<file path="config.mk">
export PLATFORM = sky130hd
export DESIGN_NAME = piano_input_conditioner
export DESIGN_NICKNAME = d
export VERILOG_FILES = /design/src/rtl/piano_pkg.sv /design/src/rtl/debounce_bit.sv /design/src/rtl/piano_input_conditioner.sv
export SDC_FILE = /design/constraint.sdc
export NUM_CORES = 1
export LEC_CHECK = 0
export CORE_MARGIN = 1
export CORE_UTILIZATION = 35
export CTS_CLUSTER_DIAMETER = 120
export CTS_CLUSTER_SIZE = 24
export DETAILED_ROUTE_END_ITERATION = 12
export DONT_BUFFER_PORTS = 1
export PLACE_DENSITY = 0.53
export REMOVE_ABC_BUFFERS = 1
export SKIP_LAST_GASP = 1
export SYNTH_ARGS = -nofsm -noshare
export SYNTH_HDL_FRONTEND = slang
export SYNTH_SLANG_ARGS = --single-unit
</file>
<file path="constraint.sdc">
create_clock -name clk -period 2.8 [get_ports clk]
set_input_delay 0.42 -clock clk [delete_from_list [all_inputs] [get_ports clk]]
set_output_delay 0.42 -clock clk [all_outputs]
set_load 0.03 [all_outputs]
</file>
<file path="src/rtl/piano_pkg.sv">
// Shared constants for the piano input conditioner: key indices, octave
// limits and the amplifier-enable state encoding.
package piano_pkg;

  localparam int NUM_KEYS = 12;

  localparam int KEY_C  = 0;
  localparam int KEY_CS = 1;
  localparam int KEY_D  = 2;
  localparam int KEY_DS = 3;
  localparam int KEY_E  = 4;
  localparam int KEY_F  = 5;
  localparam int KEY_FS = 6;
  localparam int KEY_G  = 7;
  localparam int KEY_GS = 8;
  localparam int KEY_A  = 9;
  localparam int KEY_AS = 10;
  localparam int KEY_B  = 11;

  localparam logic [2:0] OCTAVE_MIN = 3'd0;
  localparam logic [2:0] OCTAVE_MAX = 3'd7;

  typedef enum logic [1:0] {
    IDLE    = 2'd0,
    PLAYING = 2'd1,
    RELEASE = 2'd2
  } play_state_e;

endpackage

</file>
<file path="src/rtl/debounce_bit.sv">
// One input channel: 2-flop synchroniser followed by a stable-level
// debouncer that accepts a new level after DEBOUNCE_CYCLES steady cycles.
module debounce_bit #(
  parameter int DEBOUNCE_CYCLES = 1000000
) (
  input  logic clk,
  input  logic resetn,
  input  logic din,
  output logic dout
);

  localparam int CW = $clog2(DEBOUNCE_CYCLES + 1);
  localparam logic [CW-1:0] CNT_TC = CW'(DEBOUNCE_CYCLES - 1);

  logic          sync1_q, sync2_q;
  logic          stable_q, stable_d;
  logic [CW-1:0] cnt_q, cnt_d;

  always_comb begin
    stable_d = stable_q;
    cnt_d    = '0;
    if (sync2_q != stable_q) begin
      if (cnt_q == CNT_TC) begin
        stable_d = sync2_q;
      end else begin
        cnt_d = cnt_q + 1'b1;
      end
    end
  end

  always_ff @(posedge clk or negedge resetn) begin
    if (!resetn) begin
      sync1_q  <= 1'b0;
      sync2_q  <= 1'b0;
      stable_q <= 1'b0;
      cnt_q    <= '0;
    end else begin
      sync1_q  <= din;
      sync2_q  <= sync1_q;
      stable_q <= stable_d;
      cnt_q    <= cnt_d;
    end
  end

  assign dout = stable_q;

endmodule

</file>
<file path="src/rtl/piano_input_conditioner.sv">
// Debounces keys and buttons, tracks the octave, and holds the amplifier
// enable through a release tail after the last key goes up.
//
// state   | meaning
// IDLE    | no key held, amplifier off
// PLAYING | at least one key held, amplifier on
// RELEASE | keys released, amplifier held on until the tail timer expires
module piano_input_conditioner #(
  parameter int         NUM_KEYS        = piano_pkg::NUM_KEYS,
  parameter int         DEBOUNCE_CYCLES = 1000000,
  parameter int         RELEASE_CYCLES  = 5000000,
  parameter logic [2:0] OCTAVE_RESET    = 3'd4
) (
  input  logic                clk,
  input  logic                resetn,
  input  logic [NUM_KEYS-1:0] raw_keys,
  input  logic                btn_oct_up,
  input  logic                btn_oct_down,
  input  logic                btn_vol_up,
  input  logic                btn_vol_down,
  output logic [NUM_KEYS-1:0] piano_keys,
  output logic [2:0]          octave_num,
  output logic                play_en,
  output logic                vol_up,
  output logic                vol_down,
  output logic                key_active
);

  import piano_pkg::*;

  localparam int NCH = NUM_KEYS + 4;
  localparam int TW  = $clog2(RELEASE_CYCLES + 1);
  localparam logic [TW-1:0] TIMER_LOAD = TW'(RELEASE_CYCLES - 1);

  logic [NCH-1:0] raw_all, stable_all;
  logic [3:0]     btn_stable, btn_q, btn_pulse;
  logic [2:0]     octave_q, octave_d;
  play_state_e    state_q, state_d;
  logic [TW-1:0]  timer_q, timer_d;
  logic           play_en_q;

  // Channel order above the keys: oct_up, oct_down, vol_up, vol_down.
  assign raw_all = {btn_vol_down, btn_vol_up, btn_oct_down, btn_oct_up, raw_keys};

  for (genvar i = 0; i < NCH; i++) begin : g_db
    debounce_bit #(.DEBOUNCE_CYCLES(DEBOUNCE_CYCLES)) u_db (
      .clk    (clk),
      .resetn (resetn),
      .din    (raw_all[i]),
      .dout   (stable_all[i])
    );
  end

  assign piano_keys = stable_all[NUM_KEYS-1:0];
  assign key_active = |piano_keys;
  assign btn_stable = stable_all[NUM_KEYS +: 4];
  assign btn_pulse  = btn_stable & ~btn_q;
  assign vol_up     = btn_pulse[2];
  assign vol_down   = btn_pulse[3];

  // Octave moves are dropped while a note sounds so pitch never jumps mid-note.
  always_comb begin
    octave_d = octave_q;
    if (!key_active) begin
      if (btn_pulse[0] && !btn_pulse[1] && octave_q != OCTAVE_MAX) begin
        octave_d = octave_q + 3'd1;
      end else if (btn_pulse[1] && !btn_pulse[0] && octave_q != OCTAVE_MIN) begin
        octave_d = octave_q - 3'd1;
      end
    end
  end

  always_comb begin
    state_d = state_q;
    timer_d = timer_q;
    case (state_q)
      IDLE: begin
        if (key_active) state_d = PLAYING;
      end
      PLAYING: begin
        if (!key_active) begin
          state_d = RELEASE;
          timer_d = TIMER_LOAD;
        end
      end
      RELEASE: begin
        if (key_active) begin
          state_d = PLAYING;
        end else if (timer_q == '0) begin
          state_d = IDLE;
        end else begin
          timer_d = timer_q - 1'b1;
        end
      end
      default: state_d = IDLE;
    endcase
  end

  always_ff @(posedge clk or negedge resetn) begin
    if (!resetn) begin
      btn_q     <= '0;
      octave_q  <= OCTAVE_RESET;
      state_q   <= IDLE;
      timer_q   <= '0;
      play_en_q <= 1'b0;
    end else begin
      btn_q     <= btn_stable;
      octave_q  <= octave_d;
      state_q   <= state_d;
      timer_q   <= timer_d;
      play_en_q <= (state_d != IDLE);
    end
  end

  assign octave_num = octave_q;
  assign play_en    = play_en_q;

endmodule

</file>
==> reports/metrics.csv, run 1 <==
stage,metric,value,unit
critical_path,worstPathRequired,3.29,ns
final_layout,finalCoreUtilization,38.4,%
placement,dp_hpwl,22600,um
detailed_routing,via_count,12600,
sta,clock-skew-final,0.0264,ns
global_routing,overflow,0,
floorplanning,rows,84,
final_layout,area_delta_synth_final,8.08,%
floorplanning,die_y,234,um
sta,hold_ws,-0.417,ns
detailed_routing,drc,10,
detailed_routing,routedWlPerCell,13.5,um
critical_path,r2r_slack,0.35,ns
placement,gp_congestion,0.817,
clock_network,h-tree-depth,1,
logic_synthesis,syn_inst,1859,
critical_path,path_buf_inv,1,
detailed_routing,drtIter0Drc,549,
flow_run,maxCapViolations,0,
logic_synthesis,ys.warnings.count,0,
clock_network,cts_tree,yes,
global_routing,grt_pass1_vias,12600,
clock_network,clkLatencyLatePin,0.56,ns
detailed_routing,first_pass_iters,9,
critical_path,critPathMaxStageDelay,0.66,ns
clock_network,clockRootBuffer,clkbuf_16,
critical_path,critPathLaunchType,register,
logic_synthesis,synth-edff-count,0,
pwr,p_per_area,462,nW/um^2
run_status,violations,"DRC, hold timing",
floorplanning,start_util,35.6,%
sta,setup_tns,0,ns
global_routing,grt_pass1_wl,60900,um
floorplanning,ioPinCount,37,
global_routing,grt_max_degree,402,
detailed_routing,antenna_left,0,
clock_network,cts_setup_buffers,0,
clock_network,cts-buffers-inserted,20,
critical_path,reg2reg_depth,6,
critical_path,critPathMostFrequentCell,or4_1,
critical_path,reg2reg_to,timer_q[10],
global_routing,grt_usage,13.2,%
critical_path,worstPathMaxFanout,10,
critical_path,path_depth,6,
sta,period_needed,2.45,ns
sta,tightestPinTransition,1.25,ns
sta,slew_viol_final,0,
logic_synthesis,synth_ff_type,dfrtp_1,
critical_path,end_kind,register,
sta,relSlewSlack,16.9,%
sta,hold_viol_final,400,
clock_network,cts.sink_count,401,
critical_path,crit_family,simple AND/OR/NAND/NOR gates,
logic_synthesis,yosysSeqAreaShare,53.5,%
sta,rsz0062_at_grt,no,
clock_network,cts_hold_buf,16,
final_layout,antenna-diode-count,0,
floorplanning,core,52800,um^2
logic_synthesis,ys_types,58,
sta,setup_violations,0,
detailed_routing,routed_wl,34700,um
logic_synthesis,ys_async_sr_fraction,100,%
run_status,outcome,finished with violations,
clock_network,clkTransAtPathRegs,0.10,ns
critical_path,criticalPathCategory,register to register,
worst_hold_path,hold_path.class,input port to asynchronous set/reset pin,
final_layout,drive_gt1_share,5.23,%
floorplanning,die_x,234,um
critical_path,setup.worst_path.end,timer_q[10],
logic_synthesis,syn_area,18800,um^2
sta,fin_crit_sh,87.5,%
critical_path,critical_path_arrival,2.94,ns
logic_synthesis,synth_area_per_cell,10.1,um^2
logic_synthesis,synth_seq_cells,401,
critical_path,crit_chain,"or4_1, nor3_4, inv_4, or4_1, or3_1, a21oi_1",
final_layout,final_nets,1903,
global_routing,grt_antenna_before_repair,0,
pwr,irDropWorstVdd,0.448,mV
pwr,p_leak,8.70,nW
placement,portBuffers,0,
critical_path,crit_slowest_cell,or4_1,
critical_path,rr_startpoint,g_db[11].u_db.dout,
floorplanning,die_area,54500,um^2
clock_network,cts_buffer_depth,3,
critical_path,critPathLaunch,g_db[11].u_db.dout,
sta,max_freq,408,MHz
detailed_routing,viasPerCell,4.90,
-- what timing repair did --
| action | 4_1_cts | 5_1_grt |
|---|---|---|
| hold endpoints to repair | 417 | 401 |
| endpoints found under the setup margin | 0 | 0 |
| resized for setup | 0 | 0 |
-- kinds of logic (layout without fill, tap and decap cells) --
group | Yosys count | count (layout) | share of synthesized area (%)
compound gates | 46 | 46 | 1.65
xor+xnor | 308 | 308 | 14.4
fa+ha+maj | 18 | 18 | 1.24
buf+inv | 98 | 114 | 2.23
flops | 401 | 401 | 53.5
mux | 22 | 22 | 1.29
simple gates | 966 | 966 | 25.7
-- registers in the layout (all words and copies together) (netlist names) --
register           cells
g_db.u_db.cnt_q      320
state_q                2
play_en                1
g_db.u_db.dout        16
octave_num             3
btn_q                  4
timer_q               23
g_db.u_db.sync1_q     16
g_db.u_db.sync2_q     16
-- cell type report --
cell class	instances	area (um^2)
Multi-Input combinational cell	1360	8300
Fill cell	5266	32500
Timing Repair Buffer	43	363
Inverter	41	156
Tap cell	688	861
Clock inverter	2	25.0
Clock buffer	28	531
Sequential cell	401	10000
-- stage by stage --
| stage | instances | total power, mW | setup slack, ns | cell area (um^2) |
|---|---|---|---|---|
| floorplan | 1802 | 6.19 | 0.237 | 18500 |
| global placement | 2517 | 6.25 | 0.393 | 19600 |
| detailed placement | 2517 | 6.26 | 0.363 | 19600 |
| CTS | 2563 | 9.58 | 0.350 | 20300 |
| global route | 2563 | 9.82 | 0.251 | 20300 |
| finish | 2563 | 9.37 | 0.351 | 20300 |
-- layout by cell type (no fill, tap or decap), drive strengths merged, types with 3 or more instances in the layout --
master	n
dfrtp	400
nor2	374
xor2	170
xnor2	138
nand3	138
nand2	106
nand4	67
nor4	59
and3	48
inv	42
nor3	39
clkbuf	28
buf	27
and4	25
and2	19
or3	19
mux2	18
ha	17
dlygate4sd3	16
or2	15
a21oi	14
o21ai	12
or4	11
nor4b	10
nand2b	10
nor4bb	6
nor2b	5
nand4b	4
nand3b	4
mux2i	4
o31ai	3
a311oi	3
o41ai	3
-- synth_stat cells (2+ instances only) --
master     instances  area [um^2]
nor3_1            37          185
or3b_2             2         17.5
nand3b_1           4         30.0
nand2_1          106          398
a2bb2oi_1          2         17.5
or4b_2             2         20.0
nor4bb_1           6         60.1
or4_1              9         67.6
mux2_2            18          203
nor2b_1            5         31.3
o31ai_1            3         22.5
ha_1              17          213
nand4b_1           4         35.0
o21ai_0           12         60.1
o41ai_1            2         17.5
xor2_1           170         1490
buf_4             12         90.1
and4_1            24          210
and3_1            47          294
buf_1              3         11.3
nand3_1          138          691
nand4_1           67          419
nor4_1            58          363
mux2i_1            4         40.0
or3_1             19          119
a31oi_1            2         12.5
nand2b_1          10         62.6
or4_4              2         22.5
dfrtp_1          400        10000
nor2_1           374         1400
or2_2             15         93.8
xnor2_1          138         1210
clkbuf_1          39          146
inv_1             40          150
buf_2              3         15.0
a21oi_1           14         70.1
and2_1            19          119
nor4b_1           10         87.6
a311oi_1           3         26.3
-- worst min path at each step --
stage               cells after the start                     end    from
floorplan                               0                btn_q[0]  resetn
global placement                        0  g_db[9].u_db.cnt_q[12]  resetn
detailed placement                      0  g_db[9].u_db.cnt_q[15]  resetn
CTS                                     0  g_db[1].u_db.cnt_q[11]  resetn
global route                            0  g_db[9].u_db.cnt_q[15]  resetn
finish                                  0   g_db[1].u_db.cnt_q[8]  resetn
-- per-layer routing --
layer	vias to the layer above	wire length [um]	track usage, %
met3	25	1180	2.37
met1	6137	17100	18.2
met2	95	15800	21.7
li1	6309	-	-
met4	0	608	2.44
met5	-	0	0
-- power breakdown --
part / leakage, nW / switching [mW] / internal, mW / total (mW)
registers: 5.49 / 0.0762 / 5.87 / 5.94
logic: 2.95 / 0.128 / 0.0874 / 0.216
clock network: 0.267 / 1.87 / 1.35 / 3.21
total: 8.70 / 2.07 / 7.30 / 9.37
No activity file was read; power rests on OpenSTA's default activity.
==> inputs of run 2 (changes only) <==
CORE_UTILIZATION = 64   (was 35)
PLACE_DENSITY = 0.84   (was 0.53)
clock period = 2.4 ns   (was 2.8 ns; I/O delays follow)
==> run 2 against run 1 <==
Net effect: the run ends with hold timing left; worst setup slack worse by 0.31 ns; clock skew fell by 0.015 ns; global-route usage is 10 points higher; cell count decreased by 11%; critical path type is now register to output pin; highest routed layer unchanged.
==> reports/metrics.csv, run 2 (same netlist as run 1, synthesis figures left out) <==
stage,metric,value,unit,change
sta,relSlewSlack,55.5,%,+39 points
critical_path,end_kind,output pin,,
detailed_routing,routedWlPerCell,15.1,um,+11%
final_layout,layout_common_cells,"dfrtp_1 (400), nor2_1 (374), xor2_1 (170), xnor2_1 (138), nand3_1 (138)",,
pwr,irDropWorstVdd,0.422,mV,-5.8%
critical_path,reg2reg_depth,7,,+1
clock_network,clockRootBuffer,clkbuf_16,,
global_routing,grt_max_degree,402,,unchanged
detailed_routing,drtIter0Drc,920,,+68%
final_layout,largest_register,g_db.u_db.cnt_q,,
final_layout,fin_area,20000,um^2,-1.2%
sta,tightestPinTransition,0.662,ns,-0.584 ns
floorplanning,ioPinCount,37,,unchanged
clock_network,cts.sink_count,401,,unchanged
sta,rsz0062_at_grt,no,,
detailed_routing,routed_wl,34300,um,-1.2%
detailed_routing,via_count,13000,,+3.6%
clock_network,cts_hold_buf,16,,unchanged
final_layout,layout.cells.non_filler,2274,,-11%
pwr,p_per_area,543,nW/um^2,+17%
critical_path,critical_path_arrival,2.00,ns,-0.94 ns
floorplanning,rows,62,,-26%
final_layout,final_nets,1919,,+0.84%
placement,dp_hpwl,22700,um,+0.82%
clock_network,h-tree-depth,1,,unchanged
critical_path,r2r_slack,0.06,ns,-0.29 ns
floorplanning,die_area,30000,um^2,-45%
clock_network,clkLatencyLatePin,0.53,ns,-0.03 ns
sta,hold_viol_final,401,,+0.25%
flow_run,maxCapViolations,0,,unchanged
clock_network,cts_buffer_depth,3,,unchanged
global_routing,overflow,0,,unchanged
clock_network,cts-buffers-inserted,20,,unchanged
run_status,violations,hold timing,,
detailed_routing,viasPerCell,5.72,,+17%
final_layout,reg_top3,"g_db.u_db.cnt_q (320), timer_q (23)",,
final_layout,area_delta_synth_final,6.77,%,
placement,placed_cells,2227,,-12%
floorplanning,core,28800,um^2,-45%
sta,hold_ws,-0.461,ns,-0.0444 ns
placement,dpl_cell_area,19300,um^2,-1.4%
sta,fin_crit_sh,98.2,%,
detailed_routing,antenna_left,0,,unchanged
floorplanning,die_y,173,um,-26%
floorplanning,start_util,65.2,%,+30 points
clock_network,cts_tree,yes,,
sta,slew_viol_final,0,,unchanged
critical_path,criticalPathCategory,register to output pin,,
critical_path,worstPathMaxFanout,8,,-2
final_layout,antenna-diode-count,0,,unchanged
floorplanning,die_x,173,um,-26%
sta,setup_violations,0,,unchanged
placement,gp_congestion,0.846,,+3.6%
final_layout,largest_reg_flops,320,,unchanged
global_routing,grt_pass1_wl,60000,um,-1.5%
final_layout,final_common_cell,dfrtp_1,,
sta,period_needed,2.36,ns,
detailed_routing,first_pass_iters,5,,-4
detailed_routing,drc,0,,-10
critical_path,worstPathRequired,2.04,ns,-1.25 ns
worst_hold_path,hold_path.class,input port to asynchronous set/reset pin,,
critical_path,reg2reg_to,timer_q[12],,
global_routing,grt_usage,23.5,%,+10 points
global_routing,grt_pass1_vias,13100,,+4.1%
critical_path,rr_startpoint,g_db[8].u_db.dout,,
clock_network,clkTransAtPathRegs,0.09,ns,about the same
sta,max_freq,424,MHz,
placement,portBuffers,0,,unchanged
global_routing,grt_antenna_before_repair,0,,unchanged
sta,clock-skew-final,0.0119,ns,-0.0146 ns
pwr,p_leak,8.79,nW,+1.0%
final_layout,drive_gt1_share,6.14,%,+0.91 points
run_status,outcome,finished with violations,,
critical_path,critPathLaunchType,register,,
==> run 2: layout make-up <==
cell class / instances / area (um^2)
Tap cell: 384 / 480
Timing Repair Buffer: 59 / 487
Sequential cell: 401 / 10000
Fill cell: 2092 / 8750
Inverter: 41 / 156
Clock buffer: 28 / 552
Multi-Input combinational cell: 1360 / 8310
Clock inverter: 1 / 8.76
==> run 2: worst max-delay path by stage <==
stage | slack, ns | start | endpoint | cells past startpoint
after detailed placement | 0.04 | g_db[11].u_db.dout | timer_q[10] | 6
after global routing | 0.002 | g_db[8].u_db.dout | timer_q[14] | 6
after global placement | 0.11 | g_db[11].u_db.dout | timer_q[10] | 6
after CTS | 0.03 | g_db[6].u_db.dout | key_active | 4
after floorplan | -0.16 | g_db[8].u_db.dout | timer_q[10] | 6
final | 0.04 | g_db[4].u_db.dout | key_active | 4
==> run 2: where the power goes <==
part | leakage, nW | switching [mW] | total, mW | internal, mW
sequential | 5.49 | 0.0882 | 6.93 | 6.84
clock | 0.272 | 2.07 | 3.69 | 1.62
combinational | 3.04 | 0.153 | 0.257 | 0.104
==> run 2: critical path, cell delays in order, from the launching register on <==
cell and delay (ns):
dfrtp_1 0.39, or4_4 0.58, nor3_4 0.24, inv_4 0.09
buf_6 0.16
==> run 2: routing by layer <==
layer  wire (um)  vias up  GRT usage, %
li1            -     6334             -
met3        1150       76          3.06
met2       16700      214          40.1
met5           0        -             0
met4        1090        0          7.60
met1       15300     6389          31.3
==> run 2: metrics by stage <==
step	worst slack [ns]	utilization [%]	setup TNS [ns]	power (mW)
global route	0.00190	69.6	0	11.3
CTS	0.0266	69.6	0	11.0
finish	0.0434	69.6	0	10.9
detailed placement	0.0441	67.0	0	7.30
floorplan	-0.163	-	-0.613	7.23
global placement	0.107	67.0	0	7.28
==> run 2: repair_timing <==
item | 4_1_cts | 5_1_grt
hold endpoints to repair | 417 | 401
endpoints found under the setup margin | 1 | 4
pin swaps | 2 | 2
resized for setup | 2 | 1
setup buffers | 1 | 1
